[src/rtl/ysyx_25060170_fetch_ctrl_pkg.sv]
// Shared types for the NPC fetch/execute sequencer: FSM state encoding,
// fault cause codes, default timing parameters and a small state helper.
package ysyx_25060170_fetch_ctrl_pkg;

   localparam int DEF_TIMEOUT_CYCLES = 256;
   localparam int DEF_CNT_W          = 8;

   typedef enum logic [2:0] {
      S_IDLE  = 3'd0,
      S_REQ   = 3'd1,
      S_RSP   = 3'd2,
      S_DISP  = 3'd3,
      S_EXEC  = 3'd4,
      S_UPD   = 3'd5,
      S_FAULT = 3'd6
   } state_e;

   typedef enum logic [1:0] {
      FC_NONE     = 2'b00,
      FC_MISALIGN = 2'b01,
      FC_BUSERR   = 2'b10,
      FC_TIMEOUT  = 2'b11
   } fcause_e;

   // States in which the memory handshake is awaited and the watchdog runs.
   function automatic logic is_wait_state(state_e s);
      return (s == S_REQ) || (s == S_RSP);
   endfunction

endpackage

[src/rtl/ysyx_25060170_wdog_cnt.sv]
// Watchdog counter: counts enabled cycles, clears on request, and flags the
// cycle in which the count has reached LIMIT-1.
module ysyx_25060170_wdog_cnt
   import ysyx_25060170_fetch_ctrl_pkg::*;
#(
   parameter int CNT_W = DEF_CNT_W,
   parameter int LIMIT = DEF_TIMEOUT_CYCLES
) (
   input  logic clk,
   input  logic rst,
   input  logic clr_i,
   input  logic en_i,
   output logic expired_o
);

   localparam logic [CNT_W-1:0] LAST = CNT_W'(LIMIT - 1);

   logic [CNT_W-1:0] cnt_q;

   // Count waiting cycles; clear has priority so a state change restarts the window.
   always_ff @(posedge clk) begin
      if (rst || clr_i) begin
         cnt_q <= '0;
      end else if (en_i) begin
         cnt_q <= cnt_q + 1'b1;
      end
   end

   assign expired_o = (cnt_q == LAST);

endmodule

[src/rtl/ysyx_25060170_fetch_ctrl.sv]
// Multi-cycle fetch/execute sequencer: fetches the word at pc, hands it to
// the IDU, waits for the EXU, then pulses pc_wen. Misaligned PC, bus errors
// and handshake timeouts park the core in a sticky fault state.
module ysyx_25060170_fetch_ctrl
   import ysyx_25060170_fetch_ctrl_pkg::*;
#(
   parameter int TIMEOUT_CYCLES = DEF_TIMEOUT_CYCLES,
   parameter int CNT_W          = DEF_CNT_W
) (
   input  logic        clk,
   input  logic        rst,
   input  logic [31:0] pc,
   input  logic        halt,
   output logic        imem_req_valid,
   input  logic        imem_req_ready,
   output logic [31:0] imem_req_addr,
   input  logic        imem_rsp_valid,
   input  logic [31:0] imem_rsp_data,
   input  logic        imem_rsp_err,
   output logic        inst_valid,
   output logic [31:0] inst,
   input  logic        inst_ready,
   input  logic        exu_done,
   output logic        pc_wen,
   output logic        busy,
   output logic        fault,
   output logic [1:0]  fault_cause
);

   state_e      state_q, state_d;
   logic [31:0] inst_q, inst_d;
   logic        fault_q, fault_d;
   fcause_e     cause_q, cause_d;

   logic        wd_clr;
   logic        wd_en;
   logic        wd_expired;

   // The watchdog only runs while parked in a waiting state; any transition restarts it.
   assign wd_en  = is_wait_state(state_q) && (state_d == state_q);
   assign wd_clr = !wd_en;

   ysyx_25060170_wdog_cnt #(
      .CNT_W (CNT_W),
      .LIMIT (TIMEOUT_CYCLES)
   ) u_wdog (
      .clk       (clk),
      .rst       (rst),
      .clr_i     (wd_clr),
      .en_i      (wd_en),
      .expired_o (wd_expired)
   );

   // State, instruction and fault registers.
   always_ff @(posedge clk) begin
      if (rst) begin
         state_q <= S_IDLE;
         inst_q  <= '0;
         fault_q <= 1'b0;
         cause_q <= FC_NONE;
      end else begin
         state_q <= state_d;
         inst_q  <= inst_d;
         fault_q <= fault_d;
         cause_q <= cause_d;
      end
   end

   // Next-state and handshake outputs; a handshake seen in the expiry cycle beats the timeout.
   always_comb begin
      state_d        = state_q;
      inst_d         = inst_q;
      fault_d        = fault_q;
      cause_d        = cause_q;
      imem_req_valid = 1'b0;
      imem_req_addr  = '0;
      inst_valid     = 1'b0;
      pc_wen         = 1'b0;
      busy           = (state_q != S_IDLE) && (state_q != S_FAULT);

      case (state_q)
         S_IDLE: begin
            if (!halt) begin
               state_d = S_REQ;
            end
         end
         S_REQ: begin
            imem_req_addr = pc;
            if (pc[1:0] != 2'b00) begin
               state_d = S_FAULT;
               fault_d = 1'b1;
               cause_d = FC_MISALIGN;
            end else begin
               imem_req_valid = 1'b1;
               if (imem_req_ready) begin
                  state_d = S_RSP;
               end else if (wd_expired) begin
                  state_d = S_FAULT;
                  fault_d = 1'b1;
                  cause_d = FC_TIMEOUT;
               end
            end
         end
         S_RSP: begin
            if (imem_rsp_valid) begin
               if (imem_rsp_err) begin
                  state_d = S_FAULT;
                  fault_d = 1'b1;
                  cause_d = FC_BUSERR;
               end else begin
                  inst_d  = imem_rsp_data;
                  state_d = S_DISP;
               end
            end else if (wd_expired) begin
               state_d = S_FAULT;
               fault_d = 1'b1;
               cause_d = FC_TIMEOUT;
            end
         end
         S_DISP: begin
            inst_valid = 1'b1;
            if (inst_ready) begin
               state_d = S_EXEC;
            end
         end
         S_EXEC: begin
            if (exu_done) begin
               state_d = S_UPD;
            end
         end
         S_UPD: begin
            pc_wen  = 1'b1;
            state_d = halt ? S_IDLE : S_REQ;
         end
         S_FAULT: begin
            state_d = S_FAULT;
         end
         default: begin
            state_d = S_IDLE;
         end
      endcase
   end

   assign inst        = inst_q;
   assign fault       = fault_q;
   assign fault_cause = cause_q;

endmodule
[config.mk]
export PLATFORM = sky130hd
export DESIGN_NAME = ysyx_25060170_fetch_ctrl
export DESIGN_NICKNAME = d
export VERILOG_FILES = /design/src/rtl/ysyx_25060170_fetch_ctrl_pkg.sv /design/src/rtl/ysyx_25060170_wdog_cnt.sv /design/src/rtl/ysyx_25060170_fetch_ctrl.sv
export SDC_FILE = /design/constraint.sdc
export NUM_CORES = 1
export LEC_CHECK = 0
export CAP_MARGIN = 10
export CORE_ASPECT_RATIO = 0.7
export CORE_MARGIN = 2
export CORE_UTILIZATION = 30
export DETAILED_ROUTE_END_ITERATION = 7
export DONT_BUFFER_PORTS = 1
export REMOVE_ABC_BUFFERS = 1
export SYNTH_ARGS = -nofsm -noshare
export SYNTH_HDL_FRONTEND = slang
export SYNTH_SLANG_ARGS = --single-unit
[constraint.sdc]
create_clock -name clk -period 3.79 [get_ports clk]
set_clock_uncertainty 0.05 [all_clocks]
set_input_delay 0.758 -clock clk [delete_from_list [all_inputs] [get_ports clk]]
set_output_delay 0.758 -clock clk [all_outputs]
set_load 0.005 [all_outputs]
==> out/results.txt, run 1 <==
status: complete, no violations
standard-cell rows: 25
peak ir drop on the vdd network: 0.0001862 V
initial core utilization: 31.62%
FF-to-FF End: u_wdog.cnt_q[6]$_SDFFE_PP0P_
setup repair after global routing missed its margin: no
worst hold slack across all endpoints: 421.5 ps
largest cells by area after synthesis: sky130_fd_sc_hd__dfxtp_1 42%, sky130_fd_sc_hd__nand2_1 12%, sky130_fd_sc_hd__and2_1 9.4%
number of optimization iterations in the first detailed-route pass: 4
Stages on worst setup path: 3
vias in the first global route: 1,583
Worst-Margin Slew: 765.3 ps
largest net degree at the start of global routing: 40
vias per cell: 5.119
H-Tree Depth: 2
Slew headroom: 48.67%
number of nets with antenna violations after detailed routing: 0
number of buffers between clock root and the deepest sink: 2
post-CTS setup-driven buffer insertion count: 0
CTS buffer count: 5
time the final worst path needs with I/O delays and setup: 2809 ps
nets: 339
count of input and output buffers: 0
height of the chip: 75.42 um
number of distinct standard cells referenced by the synthesized netlist: 41
Num Clock Sinks: 46
warnings from Yosys: 0
final number of hold-violating endpoints: 0
GP Congestion: 0.7984
total buffers and inverters traversed by the critical path: 1
Cells after Synth: 274
antenna violations before repair: 0
share of async-settable or async-resettable flops after synthesis: 0%
HPWL after detailed placement: 4292 um
summed area of non-filler cells in the final layout: 0.002364 mm^2
largest delay contributor family on the critical path: simple AND/OR/NAND/NOR gates
Inserted Diodes: 0
sequential element share of the synthesized area: 42.13%
First DRT Iteration DRCs: 152
cts-stage hold buffer count: 0
leakage power summed over all cells: 0.7436 nW
PostCTS Resize Cnt: 0
die outline area: 0.007996 mm^2
slowest cell on the critical path: sky130_fd_sc_hd__nor3b_2
required time at the worst-slack endpoint: 2980 ps
global-route usage over all layers: 13.27%
largest driver fanout on the critical path: 19
placed insts: 353
overall die width: 106.0 um
timing startpoint of the critical path: state_q[0]$_SDFF_PP0_
final setup violating endpoints: 0
Core Util, Final: 34.19%
Hold Path Stages: 2
area of the core: 0.006913 mm^2
Finished Layout Cells: 361
top_reg_cell synth: sky130_fd_sc_hd__dfxtp_1
library cell with the largest summed area after synthesis: sky130_fd_sc_hd__dfxtp_1
total placed instance area: 0.002251 mm^2
syn_area_per_cell: 7.978 um^2
crit path kind: flop to output pin
startpoint kind of the worst setup timing path: flop
max-cap violations: 0
data arrival time at the worst-slack endpoint: 2000 ps
DP Worst Slack: 1323 ps
via count: 1,848
final period utilization: 74.11%
minimum setup slack among reg-to-reg paths: 1610 ps
synth-to-layout area growth: 8.128%
clock input transition at the sequential cells of the worst setup and hold paths: 90 ps
Max Fclk: 356.0 MHz
cell area after synthesis: 0.002186 mm^2
Worst R2R Path Depth: 5
path type of the worst min-delay path: flop to flop
critical-path cell list: nor3b_2 -> buf_4 -> and2_1
portion of synthesized cell area occupied by the leading cell type: 42.13%
last element of the critical path: imem_req_addr[26]
global-route wire length before repair: 8280 um
EDFF count, synth: 0
drt wl/cell: 15.91 um
largest stage delay on the critical path: 660 ps
slack of the critical path: 981.3 ps
number of DRC violations after detailed routing: 0
top-level port count: 143
Final Max Tran Viols: 0
Power Dens Cells: 483.7 mW/mm^2
drt total wl: 5744 um
crit end category: output pin
TritonCTS clock tree: yes
FF+latch count, synth: 46
Final Power: 1.143 mW
proportion of layout cells with a drive suffix above 1: 8.614%
startpoint of the lowest-slack register-to-register path: state_q[1]$_SDFF_PP0_
sum of negative setup slack: 0 ps
clock latency on the worst-skew pair: 300 ps
final global-route overflow total: 0
root buffer cell: sky130_fd_sc_hd__clkbuf_8
==> cell usage after synthesis (2+ instances only) <==
library cell,n
sky130_fd_sc_hd__a211oi_1,2
sky130_fd_sc_hd__a21oi_1,34
sky130_fd_sc_hd__and2_1,33
sky130_fd_sc_hd__buf_2,10
sky130_fd_sc_hd__clkbuf_1,7
sky130_fd_sc_hd__dfxtp_1,46
sky130_fd_sc_hd__nand2_1,70
sky130_fd_sc_hd__nand2b_1,4
sky130_fd_sc_hd__nand3_1,4
sky130_fd_sc_hd__nand4_1,2
sky130_fd_sc_hd__nand4b_1,2
sky130_fd_sc_hd__nor2_1,10
sky130_fd_sc_hd__nor2b_1,2
sky130_fd_sc_hd__nor3_1,4
sky130_fd_sc_hd__nor4_1,3
sky130_fd_sc_hd__nor4_2,6
sky130_fd_sc_hd__o21ai_0,4
sky130_fd_sc_hd__or3b_1,3
sky130_fd_sc_hd__xnor2_1,6
==> placed cells by master (no fill, tap or decap), types with 2 or more instances in the layout <==
| cell | count |
|---|---|
| sky130_fd_sc_hd__nand4_1 | 2 |
| sky130_fd_sc_hd__a211oi_1 | 2 |
| sky130_fd_sc_hd__nand4b_1 | 2 |
| sky130_fd_sc_hd__clkbuf_8 | 5 |
| sky130_fd_sc_hd__nor4_2 | 6 |
| sky130_fd_sc_hd__nand3_1 | 4 |
| sky130_fd_sc_hd__and2_1 | 33 |
| sky130_fd_sc_hd__nor4_1 | 3 |
| sky130_fd_sc_hd__buf_4 | 3 |
| sky130_fd_sc_hd__nor3_1 | 4 |
| sky130_fd_sc_hd__o21ai_0 | 4 |
| sky130_fd_sc_hd__a21oi_1 | 34 |
| sky130_fd_sc_hd__nor2b_1 | 2 |
| sky130_fd_sc_hd__nor2_1 | 10 |
| sky130_fd_sc_hd__nand2b_1 | 4 |
| sky130_fd_sc_hd__dfxtp_1 | 46 |
| sky130_fd_sc_hd__or3b_1 | 3 |
| sky130_fd_sc_hd__nand2_1 | 70 |
| sky130_fd_sc_hd__xnor2_1 | 6 |
==> sequential cells by signal, indices dropped and copies added, names as in the netlist <==
register,flops
fault_cause,2
fault,1
u_wdog.cnt_q,8
inst,32
state_q,3
==> how the worst min path moves through the flow <==
| stage | startpoint | end |
|---|---|---|
| floorplan | inst[0]$_SDFFE_PP0P_ | inst[0]$_SDFFE_PP0P_ |
| finish | inst[6]$_SDFFE_PP0P_ | inst[6]$_SDFFE_PP0P_ |
| global placement | inst[31]$_SDFFE_PP0P_ | inst[31]$_SDFFE_PP0P_ |
| global route | rst | inst[25]$_SDFFE_PP0P_ |
| detailed placement | inst[6]$_SDFFE_PP0P_ | inst[6]$_SDFFE_PP0P_ |
| CTS | inst[11]$_SDFFE_PP0P_ | inst[11]$_SDFFE_PP0P_ |
==> where the power goes <==
group	internal [mW]	switching (mW)	total [mW]	leakage (nW)
registers	0.507	0.0429	0.549	0.372
clock network	0.198	0.174	0.372	0.0585
logic	0.0885	0.133	0.222	0.313
total	0.793	0.350	1.14	0.744
==> worst reg2reg max path, stage by stage, from the launching register on <==
cell and delay, ps:
sky130_fd_sc_hd__dfxtp_1 640, sky130_fd_sc_hd__nand2b_1 230, sky130_fd_sc_hd__or4b_1 500, sky130_fd_sc_hd__buf_4 260, sky130_fd_sc_hd__o31ai_2 250, sky130_fd_sc_hd__nor4_2 110
==> per-layer routing <==
layer  global-route usage [%]  wire length, um
met1                    16.44             2472
met5                        0                0
met4                    3.216               31
met2                    21.86             2600
met3                    5.560              639
==> cell families (layout without fill, tap and decap cells) <==
logic type | Yosys count | count (layout) | synth area share [%]
AND/OR/NAND/NOR | 150 | 150 | 36.69
AO/OA/AOI/OAI | 50 | 50 | 13.62
flip-flops | 46 | 46 | 42.13
buffers and inverters | 20 | 13 | 4.179
XOR/XNOR | 7 | 7 | 2.805
adder cells (fa/ha/maj) | 1 | 1 | 0.5723
==> area by class of cell <==
type                            instances  area (um^2)
Timing Repair Buffer                    3        22.52
Clock buffer                            5        68.82
Multi-Input combinational cell        208         1182
Fill cell                             728         4549
Clock inverter                          3        43.79
Tap cell                               94        117.6
Sequential cell                        46        920.9
Inverter                                2        7.507
Power figures use the tool's default switching activity.
==> run 2: changes to the inputs <==
--- a/config.mk
+++ b/config.mk
@@ -5,6 +5,7 @@
 export SDC_FILE = /design/constraint.sdc
 export NUM_CORES = 1
 export LEC_CHECK = 0
+export ABC_AREA = 1
 export CAP_MARGIN = 10
 export CORE_ASPECT_RATIO = 0.7
 export CORE_MARGIN = 2
==> constraint.sdc (replaced) <==
create_clock -name clk -period 2.4 [get_ports clk]
set_clock_uncertainty 0.05 [all_clocks]
set_input_delay 0.48 -clock clk [delete_from_list [all_inputs] [get_ports clk]]
set_output_delay 0.48 -clock clk [all_outputs]
set_load 0.005 [all_outputs]
==> run 2 against run 1 <==
Worst hold slack worse by 230 ps; setup slack worse by 630 ps; utilization down 1.0 points; critical endpoint is now imem_req_addr[9]; via count up 3.0%.
==> out/results.txt, run 2 <==
library cell with the largest summed area after synthesis: sky130_fd_sc_hd__dfxtp_1
total of fill cells in the finished design: 811 (+11%)
data arrival time at the worst-slack endpoint: 1520 ps (-480 ps)
count of input and output buffers: 0 (unchanged)
height of the chip: 75.93 um (+0.68%)
critical-path cell list: inv_2 -> nor2_4 -> nand2_4 -> nor2_1
global-route wire length before repair: 8625 um (+4.2%)
top_reg_cell synth: sky130_fd_sc_hd__dfxtp_1
initial core utilization: 30.70% (-0.92 points)
switching fraction of total power: 35.60% (+5.0 points)
number of flip-flops in the largest register: 32 (unchanged)
Num Clock Sinks: 46 (unchanged)
drt total wl: 5542 um (-3.5%)
startpoint kind of the worst setup timing path: flop
Power Internal: 1.194 mW (+51%)
Finished Layout Cells: 422 (+17%)
warnings from Yosys: 0 (unchanged)
number of distinct standard cells referenced by the synthesized netlist: 26 (-37%)
CTS buffer count: 5 (unchanged)
antenna violations before repair: 0 (unchanged)
path type of the worst min-delay path: primary input to flop
max-cap violations: 0 (unchanged)
hold path start: rst
sequential element share of the synthesized area: 41.53% (-0.59 points)
area of the core: 0.007222 mm^2 (+4.5%)
placed insts: 414 (+17%)
root buffer cell: sky130_fd_sc_hd__clkbuf_8
total buffers and inverters traversed by the critical path: 1 (unchanged)
portion of synthesized cell area occupied by the leading cell type: 41.53% (-0.59 points)
drt wl/cell: 13.13 um (-17%)
nets: 396 (+17%)
crit end category: output pin
vias in the first global route: 1,765 (+11%)
worst hold slack across all endpoints: 193.7 ps (-227.8 ps)
vias per cell: 4.512 (-12%)
Inserted Diodes: 0 (unchanged)
Post-synth top cells: 112 x sky130_fd_sc_hd__nor2_1, 46 x sky130_fd_sc_hd__dfxtp_1, 45 x sky130_fd_sc_hd__inv_1
hold endpoint: state_q[2]$_SDFF_PP0_
syn_area_per_cell: 6.801 um^2 (-15%)
number of buffers between clock root and the deepest sink: 2 (unchanged)
most numerous cell in the Yosys netlist: sky130_fd_sc_hd__nor2_1
required time at the worst-slack endpoint: 1870 ps (-1110 ps)
number of DRC violations after detailed routing: 0 (unchanged)
FF-to-FF End: fault_cause[1]$_SDFFE_PP0P_
top-level port count: 143 (unchanged)
final period utilization: 85.53%
EDFF count, synth: 0 (unchanged)
overall die width: 106.8 um (+0.68%)
most common library cell in the layout ignoring fill and taps: sky130_fd_sc_hd__nor2_1
post-CTS setup-driven buffer insertion count: 0 (unchanged)
largest cells by area after synthesis: sky130_fd_sc_hd__dfxtp_1 42%, sky130_fd_sc_hd__nor2_1 19%, sky130_fd_sc_hd__o21ai_0 7.9%
H-Tree Depth: 2 (unchanged)
final setup violating endpoints: 0 (unchanged)
PostCTS Resize Cnt: 0 (unchanged)
crit path kind: flop to output pin
cts-stage hold buffer count: 0 (unchanged)
slowest cell on the critical path: sky130_fd_sc_hd__dfxtp_1
Worst-Margin Slew: 363.2 ps (-402.1 ps)
Slew headroom: 75.75% (+27 points)
cell area after synthesis: 0.002217 mm^2 (+1.4%)
FF+latch count, synth: 46 (unchanged)
time the final worst path needs with I/O delays and setup: 2053 ps
largest driver fanout on the critical path: 37 (+18)
minimum setup slack among reg-to-reg paths: 580 ps (-1030 ps)
synth-to-layout area growth: 8.126% (about the same)
Sw Pwr: 0.6598 mW (+88%)
proportion of layout cells with a drive suffix above 1: 9.568% (+0.95 points)
commonest non-fill, non-tap cells in the layout: 112 x sky130_fd_sc_hd__nor2_1, 46 x sky130_fd_sc_hd__dfxtp_1, 45 x sky130_fd_sc_hd__inv_1
Core Util, Final: 33.19% (-1.0 points)
global-route usage over all layers: 13.24% (-0.025 points)
largest delay contributor family on the critical path: simple AND/OR/NAND/NOR gates
clock input transition at the sequential cells of the worst setup and hold paths: 90 ps (about the same)
HPWL after detailed placement: 4270 um (-0.52%)
Hold Path Stages: 1 (-1)
number of nets with antenna violations after detailed routing: 0 (unchanged)
Worst R2R Path Depth: 7 (+2)
DP Worst Slack: 611.6 ps (-711.8 ps)
share of async-settable or async-resettable flops after synthesis: 0% (unchanged)
Max Fclk: 487.1 MHz
setup repair after global routing missed its margin: no
GP Congestion: 0.8313 (+4.1%)
Power Dens Cells: 773.1 mW/mm^2 (+60%)
First DRT Iteration DRCs: 63 (-59%)
Clk pwr share: 26.2% (-6.3 points)
peak ir drop on the vdd network: 0.0003363 V (+81%)
die outline area: 0.008105 mm^2 (+1.4%)
final global-route overflow total: 0 (unchanged)
largest net degree at the start of global routing: 38 (-5.0%)
sum of negative setup slack: 0 ps (unchanged)
via count: 1,904 (+3.0%)
part of the power in combinational logic: 25.8% (+6.4 points)
slack of the critical path: 347.2 ps (-634.1 ps)
status: complete, no violations
largest stage delay on the critical path: 460 ps (-200 ps)
Final Max Tran Viols: 0 (unchanged)
clock latency on the worst-skew pair: 290 ps (about the same)
TritonCTS clock tree: yes
relative contribution of sequential cells to total power: 48.0% (about the same)
startpoint of the lowest-slack register-to-register path: state_q[0]$_SDFF_PP0_
standard-cell rows: 26 (+4.0%)
number of optimization iterations in the first detailed-route pass: 4 (unchanged)
leakage power summed over all cells: 1.032 nW (+39%)
final number of hold-violating endpoints: 0 (unchanged)
Cells after Synth: 326 (+19%)
[run 2: cell types whose count changed after synthesis, sizes merged, moves of 6 or more]
cell / before / now
a21oi: 34 / 11
and2: 33 / 0
buf: 11 / 5
inv: 2 / 47
nand2: 70 / 27
nand3: 5 / 11
nor2: 10 / 115
nor4: 9 / 0
o21ai: 4 / 36
[run 2: worst max path at each step]
| stage | startpoint | end | slack (ps) | cells after the start |
|---|---|---|---|---|
| after CTS | state_q[0]$_SDFF_PP0_ | imem_req_addr[9] | 370 | 4 |
| final | state_q[0]$_SDFF_PP0_ | imem_req_addr[9] | 350 | 4 |
| after global placement | state_q[0]$_SDFF_PP0_ | fault_cause[1]$_SDFFE_PP0P_ | 630 | 7 |
| after detailed placement | state_q[0]$_SDFF_PP0_ | fault_cause[1]$_SDFFE_PP0P_ | 610 | 7 |
| after global routing | state_q[0]$_SDFF_PP0_ | imem_req_valid | 260 | 4 |
| after floorplan | imem_rsp_valid | fault$_SDFFE_PP0P_ | 330 | 7 |
[run 2: power groups by stage]
stage | Combinational, mW | Clock [mW] | Sequential, mW
floorplan | 0.392 | 0 | 0.887
finish | 0.478 | 0.486 | 0.889
CTS | 0.482 | 0.505 | 0.889
global route | 0.543 | 0.539 | 0.897
detailed placement | 0.480 | 0 | 0.907
global placement | 0.470 | 0 | 0.906
[run 2: worst reg2reg max path, cell delays in order (launching register included)]
cell,delay (ps)
sky130_fd_sc_hd__dfxtp_1,460
sky130_fd_sc_hd__inv_2,120
sky130_fd_sc_hd__nor2_4,170
sky130_fd_sc_hd__nand2_4,230
sky130_fd_sc_hd__nor2_1,240
sky130_fd_sc_hd__o22ai_1,140
sky130_fd_sc_hd__a21oi_1,210
sky130_fd_sc_hd__a21oi_1,90
[run 2: per-layer routing]
metal / vias to the layer above / global-route usage, % / share of wire (%)
li1: 992 / - / -
met4: 0 / 2.597 / 0.32
met2: 66 / 19.24 / 45
met5: - / 0 / 0
met1: 844 / 18.44 / 46
met3: 2 / 5.508 / 8.8
[run 2: cell families after synthesis]
logic type                 after synthesis  share of synthesized area, %
and+or+nand+nor                        162                         33.01
DFF                                     46                         41.53
AOI/OAI and AO/OA                       50                         11.68
adders and majority gates                1                        0.5642
buffers and inverters                   61                         10.83
xor gates and xnor gates                 6                         2.371
[run 2: cell type report]
class	instances	area [um^2]	area share, %
clock buffer	7	86.33	3.601
multi-input combinational	219	1056	44.05
timing repair buffer	4	30.03	1.253
sequential	46	920.9	38.41
tap	98	122.6	5.115
clock inverter	1	5.005	0.2088
inverter	47	176.4	7.359
[run 2: through the flow]
stage | instance area, um^2 | total power [mW]
6_report | 2397 | 1.853
2_1_floorplan | 2153 | 1.279
5_1_grt | 2397 | 1.979
3_5_place_dp | 2306 | 1.387
4_1_cts | 2397 | 1.876
3_3_place_gp | 2306 | 1.375
